===== config.mk =====
export PLATFORM = sky130hd
export DESIGN_NAME = player_ctrl
export DESIGN_NICKNAME = d
export VERILOG_FILES = /design/src/rtl/player_pkg.sv /design/src/rtl/player_ctrl_key_repeat.sv /design/src/rtl/player_ctrl.sv
export SDC_FILE = /design/constraint.sdc
export NUM_CORES = 1
export LEC_CHECK = 0
export BUFFER_PORTS_ARGS = -buffer_cell sky130_fd_sc_hd__clkbuf_2
export CAP_MARGIN = 30
export CORE_MARGIN = 2
export CORE_UTILIZATION = 51
export DETAILED_ROUTE_END_ITERATION = 10
export PLACE_DENSITY = 0.7
export SYNTH_ARGS = -nofsm -noshare
export SYNTH_HDL_FRONTEND = slang
export SYNTH_SLANG_ARGS = --single-unit

===== constraint.sdc =====
create_clock -name clk -period 6.3 [get_ports clk]
set_input_delay 0.63 -clock clk [delete_from_list [all_inputs] [get_ports clk]]
set_output_delay 0.63 -clock clk [all_outputs]
set_load 0.01 [all_outputs]

===== src/rtl/player_pkg.sv =====
// Shared types and constants for the playback controller: FSM states, function-key
// bit positions, track number width and the wrap-around track stepping helper.
package player_pkg;

  typedef enum logic [1:0] {
    ST_IDLE  = 2'd0,
    ST_LOAD  = 2'd1,
    ST_PLAY  = 2'd2,
    ST_PAUSE = 2'd3
  } state_e;

  localparam int FN_CONT   = 0;
  localparam int FN_PAUSE  = 1;
  localparam int FN_VOL_UP = 2;
  localparam int FN_VOL_DN = 3;
  localparam int FN_NEXT   = 4;
  localparam int FN_PREV   = 5;

  localparam int TRACK_W = 4;

  // Step the track number up or down by one, wrapping within 1..num.
  function automatic logic [TRACK_W-1:0] track_wrap(input logic [TRACK_W-1:0] cur,
                                                    input logic up,
                                                    input int unsigned num);
    if (up) return (cur >= TRACK_W'(num)) ? TRACK_W'(1) : cur + TRACK_W'(1);
    else    return (cur <= TRACK_W'(1)) ? TRACK_W'(num) : cur - TRACK_W'(1);
  endfunction

endpackage


===== src/rtl/player_ctrl_key_repeat.sv =====
// Rising-edge detector for one held key level, with an optional hold-to-repeat
// counter that emits an extra event every REPEAT_CYC cycles while the key stays high.
module key_repeat #(
  parameter bit REPEAT_EN  = 1'b0,
  parameter int REPEAT_CYC = 5_000_000
) (
  input  logic clk,
  input  logic rst,
  input  logic key_i,
  output logic evt_o
);

  logic key_q;
  logic rep;

  always_ff @(posedge clk) begin
    if (rst) key_q <= 1'b0;
    else     key_q <= key_i;
  end

  generate
    if (REPEAT_EN) begin : g_rep
      localparam int CW = $clog2(REPEAT_CYC + 1);
      logic [CW-1:0] cnt_q;

      // cnt_q counts edges since the key went high; reaching REPEAT_CYC fires and restarts at 1.
      always_ff @(posedge clk) begin
        if (rst || !key_i)                 cnt_q <= '0;
        else if (cnt_q == CW'(REPEAT_CYC)) cnt_q <= CW'(1);
        else                               cnt_q <= cnt_q + CW'(1);
      end

      assign rep = key_i && (cnt_q == CW'(REPEAT_CYC));
    end else begin : g_norep
      assign rep = 1'b0;
    end
  endgenerate

  assign evt_o = (key_i & ~key_q) | rep;

endmodule


===== src/rtl/player_ctrl.sv =====
// Playback controller: turns held key levels into events, resolves them by priority
// and sequences IDLE/LOAD/PLAY/PAUSE, driving track, volume and the restart strobe.
module player_ctrl
  import player_pkg::*;
#(
  parameter int NUM_TRACKS  = 9,
  parameter int VOL_W       = 3,
  parameter int VOL_DEFAULT = 4,
  parameter int REPEAT_CYC  = 5_000_000
) (
  input  logic                  clk,
  input  logic                  rst,
  input  logic [NUM_TRACKS-1:0] trk_key,
  input  logic [5:0]            fn_key,
  input  logic                  track_done,
  output logic [TRACK_W-1:0]    track,
  output logic [VOL_W-1:0]      volume,
  output logic                  playing,
  output logic                  paused,
  output logic                  restart,
  output logic [1:0]            state_dbg
);

  localparam logic [VOL_W-1:0] VOL_MAX = '1;

  logic [NUM_TRACKS-1:0] trk_evt;
  logic [5:0]            fn_evt;

  for (genvar i = 0; i < NUM_TRACKS; i++) begin : g_trk
    key_repeat #(.REPEAT_EN(1'b0), .REPEAT_CYC(REPEAT_CYC)) u_key (
      .clk(clk), .rst(rst), .key_i(trk_key[i]), .evt_o(trk_evt[i])
    );
  end

  for (genvar i = 0; i < 6; i++) begin : g_fn
    key_repeat #(.REPEAT_EN(i == FN_VOL_UP || i == FN_VOL_DN), .REPEAT_CYC(REPEAT_CYC)) u_key (
      .clk(clk), .rst(rst), .key_i(fn_key[i]), .evt_o(fn_evt[i])
    );
  end

  state_e             state_q, state_d;
  logic [TRACK_W-1:0] track_q, track_d;
  logic [VOL_W-1:0]   vol_q;
  logic               playing_q, paused_q, restart_q;
  logic               sel_hit;
  logic [TRACK_W-1:0] sel_num;

  always_comb begin
    sel_hit = 1'b0;
    sel_num = '0;
    // Scan downward so the lowest-numbered select is the one left standing.
    for (int i = NUM_TRACKS - 1; i >= 0; i--) begin
      if (trk_evt[i]) begin
        sel_hit = 1'b1;
        sel_num = TRACK_W'(i + 1);
      end
    end

    state_d = state_q;
    track_d = track_q;
    if (sel_hit) begin
      track_d = sel_num;
      state_d = ST_LOAD;
    end else if (fn_evt[FN_NEXT]) begin
      track_d = track_wrap(track_q, 1'b1, NUM_TRACKS);
      state_d = ST_LOAD;
    end else if (fn_evt[FN_PREV]) begin
      track_d = track_wrap(track_q, 1'b0, NUM_TRACKS);
      state_d = ST_LOAD;
    end else begin
      case (state_q)
        ST_LOAD:  state_d = ST_PLAY;
        ST_PLAY: begin
          if (fn_evt[FN_PAUSE]) begin
            state_d = ST_PAUSE;
          end else if (track_done) begin
            if (track_q < TRACK_W'(NUM_TRACKS)) begin
              track_d = track_q + TRACK_W'(1);
              state_d = ST_LOAD;
            end else begin
              track_d = TRACK_W'(1);
              state_d = ST_IDLE;
            end
          end
        end
        ST_PAUSE: if (fn_evt[FN_CONT]) state_d = ST_PLAY;
        ST_IDLE:  if (fn_evt[FN_CONT]) state_d = ST_LOAD;
        default:  state_d = ST_IDLE;
      endcase
    end
  end

  always_ff @(posedge clk) begin
    if (rst) begin
      state_q   <= ST_IDLE;
      track_q   <= TRACK_W'(1);
      vol_q     <= VOL_W'(VOL_DEFAULT);
      playing_q <= 1'b0;
      paused_q  <= 1'b0;
      restart_q <= 1'b0;
    end else begin
      state_q   <= state_d;
      track_q   <= track_d;
      playing_q <= (state_d == ST_PLAY);
      paused_q  <= (state_d == ST_PAUSE);
      restart_q <= (state_d == ST_LOAD);
      if (fn_evt[FN_VOL_UP] && !fn_evt[FN_VOL_DN] && vol_q != VOL_MAX)
        vol_q <= vol_q + VOL_W'(1);
      else if (fn_evt[FN_VOL_DN] && !fn_evt[FN_VOL_UP] && vol_q != '0)
        vol_q <= vol_q - VOL_W'(1);
    end
  end

  assign track     = track_q;
  assign volume    = vol_q;
  assign playing   = playing_q;
  assign paused    = paused_q;
  assign restart   = restart_q;
  assign state_dbg = state_q;

endmodule

Word level (Yosys, flattened, before mapping)
Cells that the tools add are included.
{"block": "totals", "regBits": 73, "inputBits": 18, "out_inout_bits": 12}
{"block": "op_classes", "addsub": 6, "order_cmp": 3, "eq_ne": 10, "mux": 40, "bitwise": 32, "reduce_logical": 20}
{"operator": "$mux 4", "count": 18}
{"operator": "$add 23x1->23 const B", "count": 2}
{"operator": "$eq 23x23->1 const B", "count": 2}
{"operator": "$and 1x1->1", "count": 15}
{"operator": "$not 1->1", "count": 15}
{"operator": "$mux 2", "count": 7}
{"operator": "$mux 1", "count": 12}
{"operator": "$eq 2x2->1 const B", "count": 4}
{"operator": "$pmux 2 s4", "count": 1}
{"operator": "$reduce_bool 4->1", "count": 2}
{"operator": "$logic_and 1x1->1", "count": 6}
{"operator": "$mux 3", "count": 2}
{"operator": "$add 4x1->4 const B", "count": 1}
{"operator": "$eq 2x1->1 const B", "count": 2}
{"operator": "$ge 4x4->1 const B", "count": 1}
{"operator": "$le 4x1->1 const B", "count": 1}
{"operator": "$logic_not 1->1", "count": 4}
{"operator": "$lt 4x4->1 const B", "count": 1}
{"operator": "$ne 4x2->1 const B", "count": 1}
{"operator": "$reduce_or 2->1", "count": 2}
{"operator": "$sub 4x1->4 const B", "count": 1}
{"operator": "$add 3x1->3 const B", "count": 1}
{"operator": "$ne 3x3->1 const B", "count": 1}
{"operator": "$reduce_and 3->1", "count": 1}
{"operator": "6 further kinds", "count": 8}

Longest topological paths before layout
Gate-level depths: netlist (run 1).
{"block": "depth", "ltp_word": 13, "ltp_mapped": 10, "ltp_nobuf": 10}

Hierarchy
From an unflattened synthesis (run 1), not the netlist that was laid out.
{"block": "hier_totals", "cells_unflattened": 424, "area_unflattened_um2": 3852.4}
{"mod": "key_repeat (g_fn[2].u_key ...)", "n_inst": 2, "cells_per_inst": 130, "area_each_um2": 1134.8, "seq_area_each_um2": 480.5}
{"mod": "player_ctrl", "n_inst": 1, "cells_per_inst": 125, "area_each_um2": 964.7, "seq_area_each_um2": 240.2}
{"mod": "key_repeat (g_fn[0].u_key ...)", "n_inst": 13, "cells_per_inst": 3, "area_each_um2": 47.5, "seq_area_each_um2": 20.0}

Worst setup path before layout (run 1)
OpenSTA, ideal clock, no wires.
{"block": "synth_timing", "kind": "reg2reg", "from": "register g_fn[2].u_key.g_rep.cnt_q[0]", "to": "register vol_q[2] (netlist: volume[2])", "setup_time_ps": 70, "arrival_ps": 2136, "t_required_ps": 6230, "slack_ps": 4094, "path_stages_with_launch": 11, "path_buffers": 0, "period_less_slack_ps": 2206, "cell_sequence": "dfxtp_1 > inv_1 > ha_1 > and4bb_2 > nand4_1 > o22a_2 > or2_4 > fa_1 > a21o_2 > and3_1 > o21bai_1"}
{"block": "synth_via", "elab_chain_cells": 7, "word_cells_on_any_way": 10}
{"element": "from (decl)", "line": "player_ctrl_key_repeat.sv:24", "rtl": "logic [CW-1:0] cnt_q;"}
{"element": "from (signal assigned)", "line": "player_ctrl_key_repeat.sv:30", "rtl": "else cnt_q <= cnt_q + CW'(1);"}
{"element": "$eq 23x23->1 *", "line": "player_ctrl_key_repeat.sv:33", "rtl": "assign rep = key_i && (cnt_q == CW'(REPEAT_CYC));"}
{"element": "$logic_and 1x1->1 *", "line": "player_ctrl_key_repeat.sv:33"}
{"element": "$or 1x1->1 *", "line": "player_ctrl_key_repeat.sv:39", "rtl": "assign evt_o = (key_i & ~key_q) | rep;"}
{"element": "$logic_not 1->1", "line": "player_ctrl.sv:109", "rtl": "else if (fn_evt[FN_VOL_DN] && !fn_evt[FN_VOL_UP] && vol_q != '0)"}
{"element": "$logic_and 1x1->1 (2 in a row)", "line": "player_ctrl.sv:109"}
{"element": "$reduce_bool 2->1 (no source line)"}
{"element": "to (signal assigned)", "line": "player_ctrl.sv:97", "rtl": "vol_q <= VOL_W'(VOL_DEFAULT);"}
{"element": "to (signal assigned)", "line": "player_ctrl.sv:108", "rtl": "vol_q <= vol_q + VOL_W'(1);"}
{"element": "to (signal assigned)", "line": "player_ctrl.sv:110", "rtl": "vol_q <= vol_q - VOL_W'(1);"}
{"element": "to (decl)", "line": "player_ctrl.sv:43", "rtl": "logic [VOL_W-1:0] vol_q;"}
Every way passes the cells marked *; elsewhere a longest branch is shown, timed or not.
A chain may end at the register's enable or synchronous reset.

Final worst setup path (run 1)
Same ends and word-level chain as after synthesis.

==> flow_summary.json, run 1 <==
{
  "tns_ps": 0,
  "synth_nets": 410,
  "whs_ps": 506,
  "r2r-start": "g_fn[2].u_key.g_rep.cnt_q[0]$_SDFF_PP0_",
  "core-area_mm2": 0.00668,
  "synth_compound_area_share_pct": 7.86,
  "slew_violations": 0,
  "maxSlewHeadroom_pct": 52.1,
  "worstPathBufferInverterCount": 1,
  "worstPathCellList": "inv_1 > ha_1 > and4bb_2 > nand4_1 > o22a_2 > or2_4 > fa_1 > a21o_2 > and3_1 > o21bai_1",
  "fin_nets": 442,
  "rsz0062_at_grt": "no",
  "path_delay_family": "simple AND/OR/NAND/NOR gates",
  "cts_root_buf": "clkbuf_8",
  "worstSetupStartpoint": "g_fn[2].u_key.g_rep.cnt_q[0]$_SDFF_PP0_",
  "dp_cells": 485,
  "synth-async-reset-ratio_pct": 0,
  "io_buffers": 29,
  "r2r-end": "volume[2]$_SDFFE_PP1P_",
  "drive_above_1_share_pct": 16.6,
  "cts_resized": 0,
  "grt.met3_usage_pct": 4.86,
  "fill_cells": 596,
  "fp.dieH_um": 86.5,
  "synth.cell_area_mm2": 0.00347,
  "cts_setup_buffers": 0,
  "pin_count": 30,
  "ys_seq_area_share_pct": 42.1,
  "endpoint": "volume[2]$_SDFFE_PP1P_",
  "p_leak_nw": 1.45,
  "gp_congestion": 0.819,
  "grt_overflow": 0,
  "required_ps": 6570,
  "arrival_ps": 2600,
  "start_util_pct": 51.9,
  "fin_crit_sh_pct": 37.0,
  "r2r_slack_ps": 3970,
  "grt_max_degree": 28,
  "synth_xor_area_share_pct": 10.9,
  "syn_area_per_cell_um2": 9.04,
  "cp-start-kind": "register",
  "cts_hold_buffers": 0,
  "reg2reg_depth": 10,
  "grt_use_met2_pct": 28.2,
  "tightest_slew_ps": 711,
  "synth-edff-count": 0,
  "insertion_delay_ps": 330,
  "hold_violations": 0,
  "vias": 2687,
  "chipWidth_um": 86.5,
  "first_global_vias": 2432,
  "wl_per_cell_um": 12.2,
  "synthMuxAreaShare_pct": 1.37,
  "syn2layout_area_growth_pct": 11.6,
  "synth_top_family_by_area": "simple AND/OR/NAND/NOR gates",
  "netlist_instances": 384,
  "peakVddDrop_mv": 0.165,
  "clk_pin_slew_ps": 70,
  "min_period_ps": 2330,
  "ys_ff_latch": 73,
  "top_usage_layer": "met2",
  "fp.dieArea_mm2": 0.00748,
  "cts_tree": "done",
  "total_power_uw": 928,
  "cts_buffer_depth": 2,
  "instances_no_fill": 501,
  "cts_buffers": 9,
  "antenna_cells": 0,
  "drt_iter0_markers": 83,
  "critPathKind": "register to register",
  "final_util_pct": 58.0,
  "synth-adder-area-share_pct": 3.10,
  "synth-simple-area-share_pct": 32.2,
  "cp_slowest_cell": "fa_1",
  "cp-end-kind": "register",
  "status": "finished, final reports clean",
  "wl_um": 6110,
  "antenna_found_initial": 0,
  "dr.pass1.iters": 4,
  "row_count": 30,
  "cts_sinks": 73,
  "grt_use_total_pct": 17.3,
  "skew_ps": 9.42,
  "max_stage_delay_ps": 370,
  "post-dp-hpwl_um": 4460,
  "crit_fanout": 6,
  "synth_warnings": 0,
  "hold_path.class": "register to register",
  "min_from": "g_fn[3].u_key.g_rep.cnt_q[0]$_SDFF_PP0_",
  "dp_slack_ps": 3980,
  "fmax_ghz": 0.429,
  "synthFlopType": "dfxtp_1",
  "cap_violations": 0,
  "setup_viol": 0,
  "placedInstanceArea_mm2": 0.00368,
  "path_depth": 10,
  "drcViolationCount": 0,
  "grt_pass1_wl_um": 10500,
  "via_per_inst": 5.36,
  "holdPathStages": 1,
  "met1_usage_pct": 22.1,
  "layout_setup_ws_ps": 3970,
  "ant_nets": 0,
  "htreeDepth": 3,
  "p_per_area_mw_per_mm2": 240,
  "final_cell_area_mm2": 0.00387,
  "netlist-cell-type-count": 56
}
## power by group
group	leakage [nW]	switching [mW]	total [mW]	internal [mW]
Clock	0.0953	0.165	0.357	0.192
Combinational	0.756	0.0442	0.0847	0.0404
Sequential	0.595	0.0126	0.487	0.474
Total	1.45	0.221	0.928	0.707
## Yosys cell counts, types with 2 or more instances
cell type  number  area [µm²]
nand2_1        24        90.1
and3_1          7        43.8
nand3_1        21         105
buf_2           2        10.0
o21ai_0         4        20.0
and4_1          4        35.0
clkbuf_1        5        18.8
or3_1           2        12.5
xnor2_1        15         131
o211ai_1        3        22.5
a21oi_1        10        50.1
nand4_1        14        87.6
a31oi_1         2        12.5
a21boi_0        2        15.0
ha_1            7        87.6
o31ai_2         2        25.0
o21bai_1        2        15.0
nor4bb_1        4        40.0
xor2_1         28         245
nand2b_1        9        56.3
inv_1          13        48.8
nor4b_2         2        30.0
or2_2           4        25.0
and4_2          2        20.0
a211oi_1        2        15.0
nor3_1          2        10.0
o31ai_1         2        15.0
nor2_1         64         240
and4bb_2        3        37.5
dfxtp_1        73        1460
nor2b_1        25         156
## how the worst min path moves through the flow
stage	to	slack [ps]
5_1_grt	g_trk[8].u_key.key_q$_SDFF_PP0_	510
6_report	g_fn[3].u_key.g_rep.cnt_q[0]$_SDFF_PP0_	510
3_3_place_gp	g_fn[3].u_key.g_rep.cnt_q[22]$_SDFF_PP0_	500
4_1_cts	g_trk[8].u_key.key_q$_SDFF_PP0_	500
3_5_place_dp	g_fn[3].u_key.g_rep.cnt_q[0]$_SDFF_PP0_	510
2_1_floorplan	g_fn[3].u_key.g_rep.cnt_q[0]$_SDFF_PP0_	470
## layer usage
| layer | vias up | wire length (µm) |
|---|---|---|
| li1 | 1389 | - |
| met1 | 1249 | 2990 |
| met2 | 40 | 2810 |
| met3 | 9 | 211 |
| met4 | 0 | 100 |
| met5 | - | 0 |
## cell type report
cell class / count / area, µm² / share of cell area, %
Tap cell: 80 / 100 / 2.58
Timing Repair Buffer: 29 / 145 / 3.75
Inverter: 13 / 48.8 / 1.26
Clock buffer: 11 / 141 / 3.65
Sequential cell: 73 / 1460 / 37.7
Clock inverter: 5 / 55.1 / 1.42
Multi-Input combinational cell: 290 / 1920 / 49.6
## worst register-to-register path, stage by stage (launching register included)
cell,delay (ps)
dfxtp_1,350
inv_1,70
ha_1,130
and4bb_2,210
nand4_1,110
o22a_2,280
or2_4,270
fa_1,370
a21o_2,200
and3_1,170
o21bai_1,110
## layout by cell type (no fill, tap or decap), drive strengths merged, types with 3 or more instances in the layout
cell type   n
a21boi      3
a21oi      10
and3        7
and4        6
and4bb      3
clkbuf     40
dfxtp      73
ha          7
inv        13
nand2      24
nand2b      9
nand3      21
nand4      14
nor2       64
nor2b      25
nor3        3
nor4b       4
nor4bb      4
o211ai      3
o21ai       5
o31ai       4
or2         5
xnor2      15
xor2       28
## cell families after synthesis
logic type / Yosys count
AOI/OAI and AO/OA: 37
DFF: 73
buffers and inverters: 21
and+or+nand+nor: 199
adders and majority gates: 8
xor gates and xnor gates: 43
muxes: 3
## registers in the layout, summed over array words and instances, names as in the netlist
signal and count:
g_fn.u_key.key_q 6, playing 1, restart 1, track 4, state_dbg 2, g_fn.u_key.g_rep.cnt_q 46, g_trk.u_key.key_q 9, volume 3
paused 1
Note: power is estimated with default switching activity, not from simulation.
==> run 2, diff against run 1 <==
==> constraint.sdc (replaced) <==
create_clock -name clk -period 2.35 [get_ports clk]
set_input_delay 0.235 -clock clk [delete_from_list [all_inputs] [get_ports clk]]
set_output_delay 0.235 -clock clk [all_outputs]
set_load 0.01 [all_outputs]
==> run 2 against run 1 <==
  * Die area unchanged
  * Critical path depth unchanged
  * Non-clock buffer count up 10
  * Via count down 0.33%
  * Cell area up 1.2%
  * Sequential power rose to 2.7 times the previous value
  * Critical path type unchanged
==> flow_summary.json, run 2 (synthesis gave the netlist of run 1 again) <==
{
  "cap_violations": 0,
  "fin_crit_sh_pct": 93.6,
  "final_common_cell": "dfxtp_1",
  "ff_latch_area_mm2": 0.00146,
  "rsz0062_at_grt": "no",
  "grt_overflow": 0,
  "gp_congestion": 0.826,
  "fmax_ghz": 0.455,
  "instances_no_fill": 511,
  "crit_fanout": 5,
  "cp-start-kind": "register",
  "tns_ps": 0,
  "tightest_slew_ps": 532,
  "via_per_inst": 5.24,
  "cts_sinks": 73,
  "chipWidth_um": 86.5,
  "antenna_cells": 0,
  "maxSlewHeadroom_pct": 64.5,
  "hold_violations": 0,
  "skew_ps": 7.67,
  "first_global_vias": 2522,
  "required_ps": 2620,
  "grt_max_degree": 28,
  "post-dp-hpwl_um": 4710,
  "cp-end-kind": "register",
  "row_count": 30,
  "fin_nets": 452,
  "slew_violations": 0,
  "fp.dieArea_mm2": 0.00748,
  "syn2layout_area_growth_pct": 12.9,
  "status": "finished, final reports clean",
  "setup_viol": 0,
  "cp_slowest_cell": "dfxtp_2",
  "p_per_area_mw_per_mm2": 601,
  "cts_buffers": 9,
  "min_period_ps": 2200,
  "drcViolationCount": 0,
  "fill_cells": 626,
  "multiInputGateArea_mm2": 0.00193,
  "grt_use_total_pct": 18.1,
  "core-area_mm2": 0.00668,
  "cts_root_buf": "clkbuf_8",
  "drive_above_1_share_pct": 18.6,
  "max_stage_delay_ps": 340,
  "io_buffers": 29,
  "arrival_ps": 2470,
  "mostFrequentLayoutCells": "dfxtp_1 (72), nor2_1 (64), clkbuf_2 (29)",
  "largestRegisters": "g_fn.u_key.g_rep.cnt_q: 46 flops, g_trk.u_key.key_q: 9 flops, g_fn.u_key.key_q: 6 flops",
  "largest_reg_flops": 46,
  "fp.dieH_um": 86.5,
  "hold_path.class": "input pin to register",
  "dp_cells": 495,
  "layout_setup_ws_ps": 151,
  "cts_tree": "done",
  "pin_count": 30,
  "top_register": "g_fn.u_key.g_rep.cnt_q",
  "ant_nets": 0,
  "wl_um": 6370,
  "clk_pin_slew_ps": 70,
  "cts_buffer_depth": 2,
  "vias": 2678,
  "dr.pass1.iters": 4,
  "drt_iter0_markers": 76,
  "start_util_pct": 51.9,
  "p_leak_nw": 1.49,
  "wl_per_cell_um": 12.5,
  "dp_slack_ps": 105,
  "peakVddDrop_mv": 0.367,
  "insertion_delay_ps": 340,
  "grt_pass1_wl_um": 10900,
  "worstPathCellList": "inv_1 > ha_1 > and4bb_2 > nand4_1 > o22a_2 > or2_4 > fa_2 > a21o_2 > and3_1 > o21bai_1",
  "critPathKind": "register to register",
  "htreeDepth": 3,
  "antenna_found_initial": 0
}
-- run 2: changes by cell type in the layout (fill, tap and decap cells not counted), moves of 2 or more --
cell / previous run / this run
clkbuf_1: 1 / 3
clkinvlp_4: 2 / 0
buf_4: 0 / 10
clkinv_2: 2 / 4
-- run 2: area by class of cell --
type                    instances  share of cell area [%]
clock inverters                 4                   0.511
flip-flops and latches         73                    37.3
repair buffers                 39                    5.62
inverters                      13                    1.24
well taps                      80                    2.55
clock buffers                  12                    3.45
multi-input cells             290                    49.3
-- run 2: layer usage --
metal | GRT usage, % | wire, µm
met5 | 0 | 0
met4 | 6.82 | 108
met3 | 4.67 | 220
met2 | 28.7 | 2820
met1 | 23.9 | 3220
-- run 2: through the flow --
step	hold slack, ps	util [%]	power, mW	area [µm²]
finish	116	58.7	2.36	3920
global route	123	58.7	2.47	3920
CTS	115	58.5	2.37	3910
detailed placement	466	56.2	1.57	3750
global placement	458	56.2	1.57	3750
floorplan	363	-	1.50	3470
-- run 2: worst paths after layout --
| check | start | endpoint | slack [ps] | cells past startpoint |
|---|---|---|---|---|
| setup / recovery | g_fn[2].u_key.g_rep.cnt_q[1]$_SDFF_PP0_ | volume[2]$_SDFFE_PP1P_ | 150 | 10 |
| hold / removal | trk_key[8] | g_trk[8].u_key.key_q$_SDFF_PP0_ | 120 | 2 |
| setup reg to reg | g_fn[2].u_key.g_rep.cnt_q[1]$_SDFF_PP0_ | volume[2]$_SDFFE_PP1P_ | 150 | 10 |
| hold reg to reg | g_fn[2].u_key.g_rep.cnt_q[22]$_SDFF_PP0_ | g_fn[2].u_key.g_rep.cnt_q[22]$_SDFF_PP0_ | 520 | 2 |
-- run 2: worst max-delay path, delay by kind of cell (launching register included) --
family                   cells  cell delay (ps)
adder cells (fa/ha/maj)      2              450
AO/OA/AOI/OAI                3              540
buffers and inverters        1               50
flip-flops                   1              340
AND/OR/NAND/NOR              4              760
-- run 2: where the power goes --
part	switching [mW]	total, mW	leakage (nW)	internal [mW]
sequential	0.0338	1.31	0.595	1.27
clock	0.433	0.810	0.0839	0.377
combinational	0.123	0.240	0.806	0.116
total	0.590	2.36	1.49	1.76
-- run 2: repair_timing --
action | in CTS | in global routing
endpoints found under the setup margin | 0 | 1
gates resized for setup | 0 | 3
hold buffers | 0 | 0
setup buffers | 0 | 0
